### src/rtl/vga_fb_arbiter.sv
// Frame-buffer RAM arbiter: VGA fetch has a hard slot, one writer fills idle slots.
// Optional FB_DOUBLE_BUFFER_EN adds a second bank swapped at the first visible pixel.
module vga_fb_arbiter #(
    parameter int FB_W  = 160,
    parameter int FB_H  = 120,
    parameter int SCALE = 2,
    parameter int H_OFF = 49,
    parameter int V_OFF = 33,
    parameter int AW    = 15,
    parameter int DW    = 8
) (
    input  logic          clk,
    input  logic          rst_n,
    input  logic          vga_req,
    input  logic          vga_en,
    input  logic [9:0]    vga_col,
    input  logic [9:0]    vga_row,
    output logic [DW-1:0] pix_data,
    output logic          pix_valid,
    input  logic          wr_valid,
    output logic          wr_ready,
    input  logic [AW-1:0] wr_addr,
    input  logic [DW-1:0] wr_data,
`ifdef FB_DOUBLE_BUFFER_EN
    output logic [AW:0]   mem_addr,
`else
    output logic [AW-1:0] mem_addr,
`endif
    output logic          mem_we,
    output logic [DW-1:0] mem_wdata,
    input  logic [DW-1:0] mem_rdata
`ifdef FB_DOUBLE_BUFFER_EN
    ,
    input  logic          swap_req,
    output logic          swap_done
`endif
);

`ifdef FB_DOUBLE_BUFFER_EN
    localparam int MAW = AW + 1;
`else
    localparam int MAW = AW;
`endif
    localparam int NPIX = FB_W * FB_H;

    typedef enum logic [1:0] {
        IDLE = 2'd0,
        RD   = 2'd1,
        CAP  = 2'd2,
        WR   = 2'd3
    } state_t;

    state_t         state_q, state_d;
    logic           pend_q, pend_d;
    logic           req_en_q, req_en_d;
    logic [9:0]     req_col_q, req_col_d;
    logic [9:0]     req_row_q, req_row_d;
    logic           acc_q, acc_d;
    logic [DW-1:0]  pix_data_q, pix_data_d;
    logic           pix_valid_q, pix_valid_d;
    logic           wr_ready_q, wr_ready_d;
    logic [MAW-1:0] mem_addr_q, mem_addr_d;
    logic           mem_we_q, mem_we_d;
    logic [DW-1:0]  mem_wdata_q, mem_wdata_d;
`ifdef FB_DOUBLE_BUFFER_EN
    logic           wr_bank_q, wr_bank_d;
    logic           swap_pend_q, swap_pend_d;
    logic           swap_done_q, swap_done_d;
    logic           first_pix;
`endif

    // A strobe in this cycle wins over the latched copy.
    logic           cur_en;
    logic [9:0]     cur_col, cur_row;
    logic [9:0]     dx, dy;
    logic [31:0]    rd_a;
    logic           rd_ok, wr_ok;

    assign cur_en  = vga_req ? vga_en  : req_en_q;
    assign cur_col = vga_req ? vga_col : req_col_q;
    assign cur_row = vga_req ? vga_row : req_row_q;
    assign dx      = cur_col - 10'(H_OFF);
    assign dy      = cur_row - 10'(V_OFF);
    assign rd_a    = 32'(dy >> SCALE) * 32'(FB_W) + 32'(dx >> SCALE);
    assign rd_ok   = rd_a < 32'(NPIX);
    assign wr_ok   = 32'(wr_addr) < 32'(NPIX);
`ifdef FB_DOUBLE_BUFFER_EN
    assign first_pix = (cur_col == 10'(H_OFF)) && (cur_row == 10'(V_OFF));
`endif

    always_comb begin
        state_d     = state_q;
        pend_d      = pend_q;
        req_en_d    = req_en_q;
        req_col_d   = req_col_q;
        req_row_d   = req_row_q;
        acc_d       = acc_q;
        pix_data_d  = pix_data_q;
        pix_valid_d = 1'b0;
        wr_ready_d  = 1'b0;
        mem_addr_d  = mem_addr_q;
        mem_we_d    = 1'b0;
        mem_wdata_d = mem_wdata_q;
`ifdef FB_DOUBLE_BUFFER_EN
        wr_bank_d   = wr_bank_q;
        swap_pend_d = swap_pend_q | swap_req;
        swap_done_d = 1'b0;
`endif
        if (vga_req) begin
            req_en_d  = vga_en;
            req_col_d = vga_col;
            req_row_d = vga_row;
            if (state_q != IDLE) begin
                pend_d = 1'b1;
            end
        end
        unique case (state_q)
            IDLE: begin
                if (vga_req || pend_q) begin
                    state_d = RD;
                    pend_d  = 1'b0;
`ifdef FB_DOUBLE_BUFFER_EN
                    if (first_pix && swap_pend_d) begin
                        wr_bank_d   = ~wr_bank_q;
                        swap_pend_d = 1'b0;
                        swap_done_d = 1'b1;
                    end
`endif
                    acc_d = cur_en && rd_ok;
                    if (cur_en && rd_ok) begin
                        mem_addr_d = MAW'(rd_a[AW-1:0]);
`ifdef FB_DOUBLE_BUFFER_EN
                        mem_addr_d[AW] = ~wr_bank_d;
`endif
                    end
                end else if (wr_valid) begin
                    state_d     = WR;
                    wr_ready_d  = 1'b1;
                    mem_we_d    = wr_ok;
                    mem_addr_d  = MAW'(wr_addr);
`ifdef FB_DOUBLE_BUFFER_EN
                    mem_addr_d[AW] = wr_bank_q;
`endif
                    mem_wdata_d = wr_data;
                end
            end
            RD: state_d = CAP;
            CAP: begin
                state_d     = IDLE;
                pix_valid_d = 1'b1;
                pix_data_d  = acc_q ? mem_rdata : '0;
            end
            WR: state_d = IDLE;
        endcase
    end

    always_ff @(posedge clk or negedge rst_n) begin
        if (!rst_n) begin
            state_q     <= IDLE;
            pend_q      <= 1'b0;
            req_en_q    <= 1'b0;
            req_col_q   <= '0;
            req_row_q   <= '0;
            acc_q       <= 1'b0;
            pix_data_q  <= '0;
            pix_valid_q <= 1'b0;
            wr_ready_q  <= 1'b0;
            mem_addr_q  <= '0;
            mem_we_q    <= 1'b0;
            mem_wdata_q <= '0;
`ifdef FB_DOUBLE_BUFFER_EN
            wr_bank_q   <= 1'b0;
            swap_pend_q <= 1'b0;
            swap_done_q <= 1'b0;
`endif
        end else begin
            state_q     <= state_d;
            pend_q      <= pend_d;
            req_en_q    <= req_en_d;
            req_col_q   <= req_col_d;
            req_row_q   <= req_row_d;
            acc_q       <= acc_d;
            pix_data_q  <= pix_data_d;
            pix_valid_q <= pix_valid_d;
            wr_ready_q  <= wr_ready_d;
            mem_addr_q  <= mem_addr_d;
            mem_we_q    <= mem_we_d;
            mem_wdata_q <= mem_wdata_d;
`ifdef FB_DOUBLE_BUFFER_EN
            wr_bank_q   <= wr_bank_d;
            swap_pend_q <= swap_pend_d;
            swap_done_q <= swap_done_d;
`endif
        end
    end

    assign pix_data  = pix_data_q;
    assign pix_valid = pix_valid_q;
    assign wr_ready  = wr_ready_q;
    assign mem_addr  = mem_addr_q;
    assign mem_we    = mem_we_q;
    assign mem_wdata = mem_wdata_q;
`ifdef FB_DOUBLE_BUFFER_EN
    assign swap_done = swap_done_q;
`endif

endmodule

### config.mk
export PLATFORM = sky130hd
export DESIGN_NAME = vga_fb_arbiter
export DESIGN_NICKNAME = d
export VERILOG_FILES = /design/src/rtl/vga_fb_arbiter.sv
export SDC_FILE = /design/constraint.sdc
export NUM_CORES = 1
export LEC_CHECK = 0
export BUFFER_PORTS_ARGS = -buffer_cell sky130_fd_sc_hd__buf_2
export CORE_ASPECT_RATIO = 1.5
export CORE_MARGIN = 5
export CORE_UTILIZATION = 55
export CTS_CLUSTER_DIAMETER = 150
export DETAILED_ROUTE_END_ITERATION = 8
export PLACE_DENSITY = 0.83
export SLEW_MARGIN = 20
export SYNTH_ARGS = -nofsm -noshare
export SYNTH_HDL_FRONTEND = slang
export SYNTH_SLANG_ARGS = --single-unit
### constraint.sdc
create_clock -name clk -period 10.6 [get_ports clk]
set_clock_uncertainty 0.2 [all_clocks]
set_input_delay 0 -clock clk [delete_from_list [all_inputs] [get_ports clk]]
set_output_delay 0 -clock clk [all_outputs]
set_load 0.05 [all_outputs]
==> impl_metrics.csv <==
group,metric,value,unit
detailed_routing,postRouteWirelength,9.18,mm
synth,syn_avg_cell_area,9.61,µm²
synth,ys_seq_elements,59,
floorplan,die_h,108,µm
final_layout,diodes,0,
floorplan,dieWidth,75.4,µm
synth,seq_area_frac_synth,41.8,%
flow_run,drv_cap,0,
sta,tns,0,ps
clock_tree,clockBufferDepth,2,
floorplan,core_area,0.00622,mm²
sta,fin_crit_sh,49.0,%
sta,slew_viol_final,0,
global_routing,grt_pass1_vias,3359,
sta,hold_viol,0,
synth,async_flop_share,100,%
setup_path,cp-end-kind,"flop",
synth,synth_mux_area_share,13.5,%
detailed_routing,firstDrtPassIters,4,
detailed_routing,vias,3235,
final_layout,final_cell_mix,"buf_2 (89), nand2_1 (65), dfrtp_1 (59)",
sta,setup_violations,0,
synth,synth-xor-area-share,5.46,%
clock_tree,clock_latency,350,ps
placement,gp_congestion,0.845,
floorplan,rows,35,
setup_path,crit_path_start_kind,"flop",
setup_path,critPathKind,"reg2reg",
synth,synth_area,0.00353,mm²
synth,synth-compound-area-share,12.8,%
global_routing,grt_pass1_wl,15.0,mm
detailed_routing,drcViolationCount,0,
placement,io_buffers,89,
pwr,p_leak,2.36,nW
synth,syn_inst,367,
synth,synth_adder_area_share,5.39,%
sta,fmax,193,MHz
clock_tree,cts.sinks,59,
clock_tree,cts_made_buffers,9,
global_routing,grt_util_all_layers,23.9,%
synth,synth.distinct_cells,58,
synth,ys.flop_type,"dfrtp_1",
run_status,status,"completed",
floorplan,die_area,0.00815,mm²
placement,dp_hpwl,6.00,mm
detailed_routing,ant_nets,0,
sta,worstMarginPinSlew,1010,ps
global_routing,antenna_found_initial,0,
final_layout,final_util,76.7,%
min_path,hold_path.class,"in2async",
global_routing,grt_max_degree,60,
synth,synth-edff-count,0,
synth,syn_nets,437,
clock_tree,clk_pin_slew,70,ps
sta,rsz0062_at_grt,"no",
final_layout,final_common_cell,"buf_2",
global_routing,grt_overflow_total,0,
synth,synth-simple-area-share,17.1,%
clock_tree,post-cts-setup-buffers,0,
detailed_routing,wire_per_inst,15.6,µm
setup_path,reg2reg_depth,16,
clock_tree,cts_repair_resize_count,0,
detailed_routing,viasPerCell,5.49,
floorplan,initial_utilization,56.7,%
final_layout,area_growth,35.1,%
final_layout,fillers,414,
pwr,p_per_area,259,mW/mm²
synth,synth_top_family_by_area,"simple AND/OR/NAND/NOR gates",
setup_path,cp_max_fo,15,
detailed_routing,drt-initial-drc-count,181,
setup_path,cp.required,10630,ps
sta,slew_headroom,32.3,%
clock_tree,cts_max_level,3,
final_layout,nets,580,
clock_tree,cts_tree,"done",
final_layout,final_layout_size_suffix_gt1_share,28.3,%
sta,min_period,5190,ps
clock_tree,cts-root-buf,"clkbuf_8",
setup_path,worstPathArrival,5220,ps
synth,ys_warn_count,0,
pwr,worst_ir_drop_vdd,0.101,mV
floorplan,ios,90,
metrics by stage:
step	area (µm²)	std cells	power [mW]	hold slack (ps)	setup WS, ps
2_1_floorplan	3530	367	0.849	-496	6270
3_3_place_gp	4010	518	0.970	-17.6	5430
3_5_place_dp	4010	518	0.993	-4.02	5250
4_1_cts	4770	589	1.23	134	5500
5_1_grt	4770	589	1.31	172	5110
6_report	4770	589	1.23	121	5410
worst paths after layout:
check	slack, ps	start	endpoint
worst max-delay path	5410	req_row_q[1]	mem_addr[0]
worst min-delay path	120	rst_n	req_col_q[4]
worst max register to register	5410	req_row_q[1]	mem_addr[0]
worst min register to register	260	state_q[1]	state_q[1]
max in group asynchronous	9600	rst_n	req_row_q[5]
min in group clk	170	vga_req	req_col_q[2]
logic make-up (layout without fill, tap and decap cells):
| group | count (synthesis) | count (layout) |
|---|---|---|
| compound gates | 68 | 68 |
| xor+xnor | 22 | 22 |
| fa+ha+maj | 14 | 14 |
| buf+inv | 31 | 179 |
| flops | 59 | 59 |
| mux | 38 | 38 |
| simple gates | 135 | 135 |
critical path, stage by stage, from the launching register on:
cell and delay [ps]:
dfrtp_1 410, nor4_2 480, o211ai_2 180, nand2_1 170
nor2_1 60, or2_2 290, ha_1 300, inv_1 70
fa_1 450, nand2b_1 180, a21oi_1 190, a21oi_1 140
nor4_1 320, a311o_1 310, nand3_1 130, o21ai_2 770
mux2_2 430
state kept, by name, summed over array words and instances, names as in the netlist:
signal     cells
mem_addr      15
state_q        2
wr_ready       1
pix_valid      1
req_row_q     10
pend_q         1
acc_q          1
req_en_q       1
mem_wdata      8
req_col_q     10
mem_we         1
pix_data       8
metal layers:
layer | global-route usage [%] | share of wire [%] | up-vias
met5 | 0 | 0 | -
met4 | 10.8 | 2.7 | 0
met3 | 6.14 | 5.5 | 26
met2 | 40.6 | 53 | 110
met1 | 27.5 | 39 | 1544
li1 | - | - | 1555
repair_timing:
item / 4_1_cts / 5_1_grt
hold buffers: 55 / 0
endpoints found under the hold margin: 114 / 0
setup endpoints to repair: 0 / 0
report_power, final:
group / internal [mW] / leakage [nW] / switching (mW)
Combinational: 0.219 / 1.53 / 0.448
Clock: 0.127 / 0.108 / 0.0921
Sequential: 0.302 / 0.723 / 0.0448
Total: 0.648 / 2.36 / 0.585
cell usage after synthesis (4+ instances only):
| library cell | number | share of area (%) |
|---|---|---|
| a21o_1 | 5 | 1.1 |
| a21oi_1 | 16 | 2.3 |
| clkbuf_1 | 7 | 0.74 |
| dfrtp_1 | 59 | 42 |
| ha_1 | 12 | 4.3 |
| inv_1 | 16 | 1.7 |
| mux2_1 | 4 | 1.3 |
| mux2_2 | 13 | 4.1 |
| mux2_4 | 10 | 4.3 |
| mux2i_1 | 7 | 2.0 |
| nand2_1 | 65 | 6.9 |
| nand2b_1 | 4 | 0.71 |
| nand3_1 | 9 | 1.3 |
| nand4_1 | 5 | 0.89 |
| nor2_1 | 33 | 3.5 |
| nor3_1 | 4 | 0.57 |
| o21ai_0 | 20 | 2.8 |
| xnor2_1 | 12 | 3.0 |
| xor2_1 | 10 | 2.5 |
area by class of cell:
class	instances	area, µm²	area share, %
Clock buffer	12	165	3.46
Clock inverter	4	47.5	0.997
Inverter	18	67.6	1.42
Multi-Input combinational cell	277	1920	40.2
Sequential cell	59	1480	31.0
Tap cell	74	92.6	1.94
Timing Repair Buffer	145	1000	21.0
(Power assumes the default switching activity.)
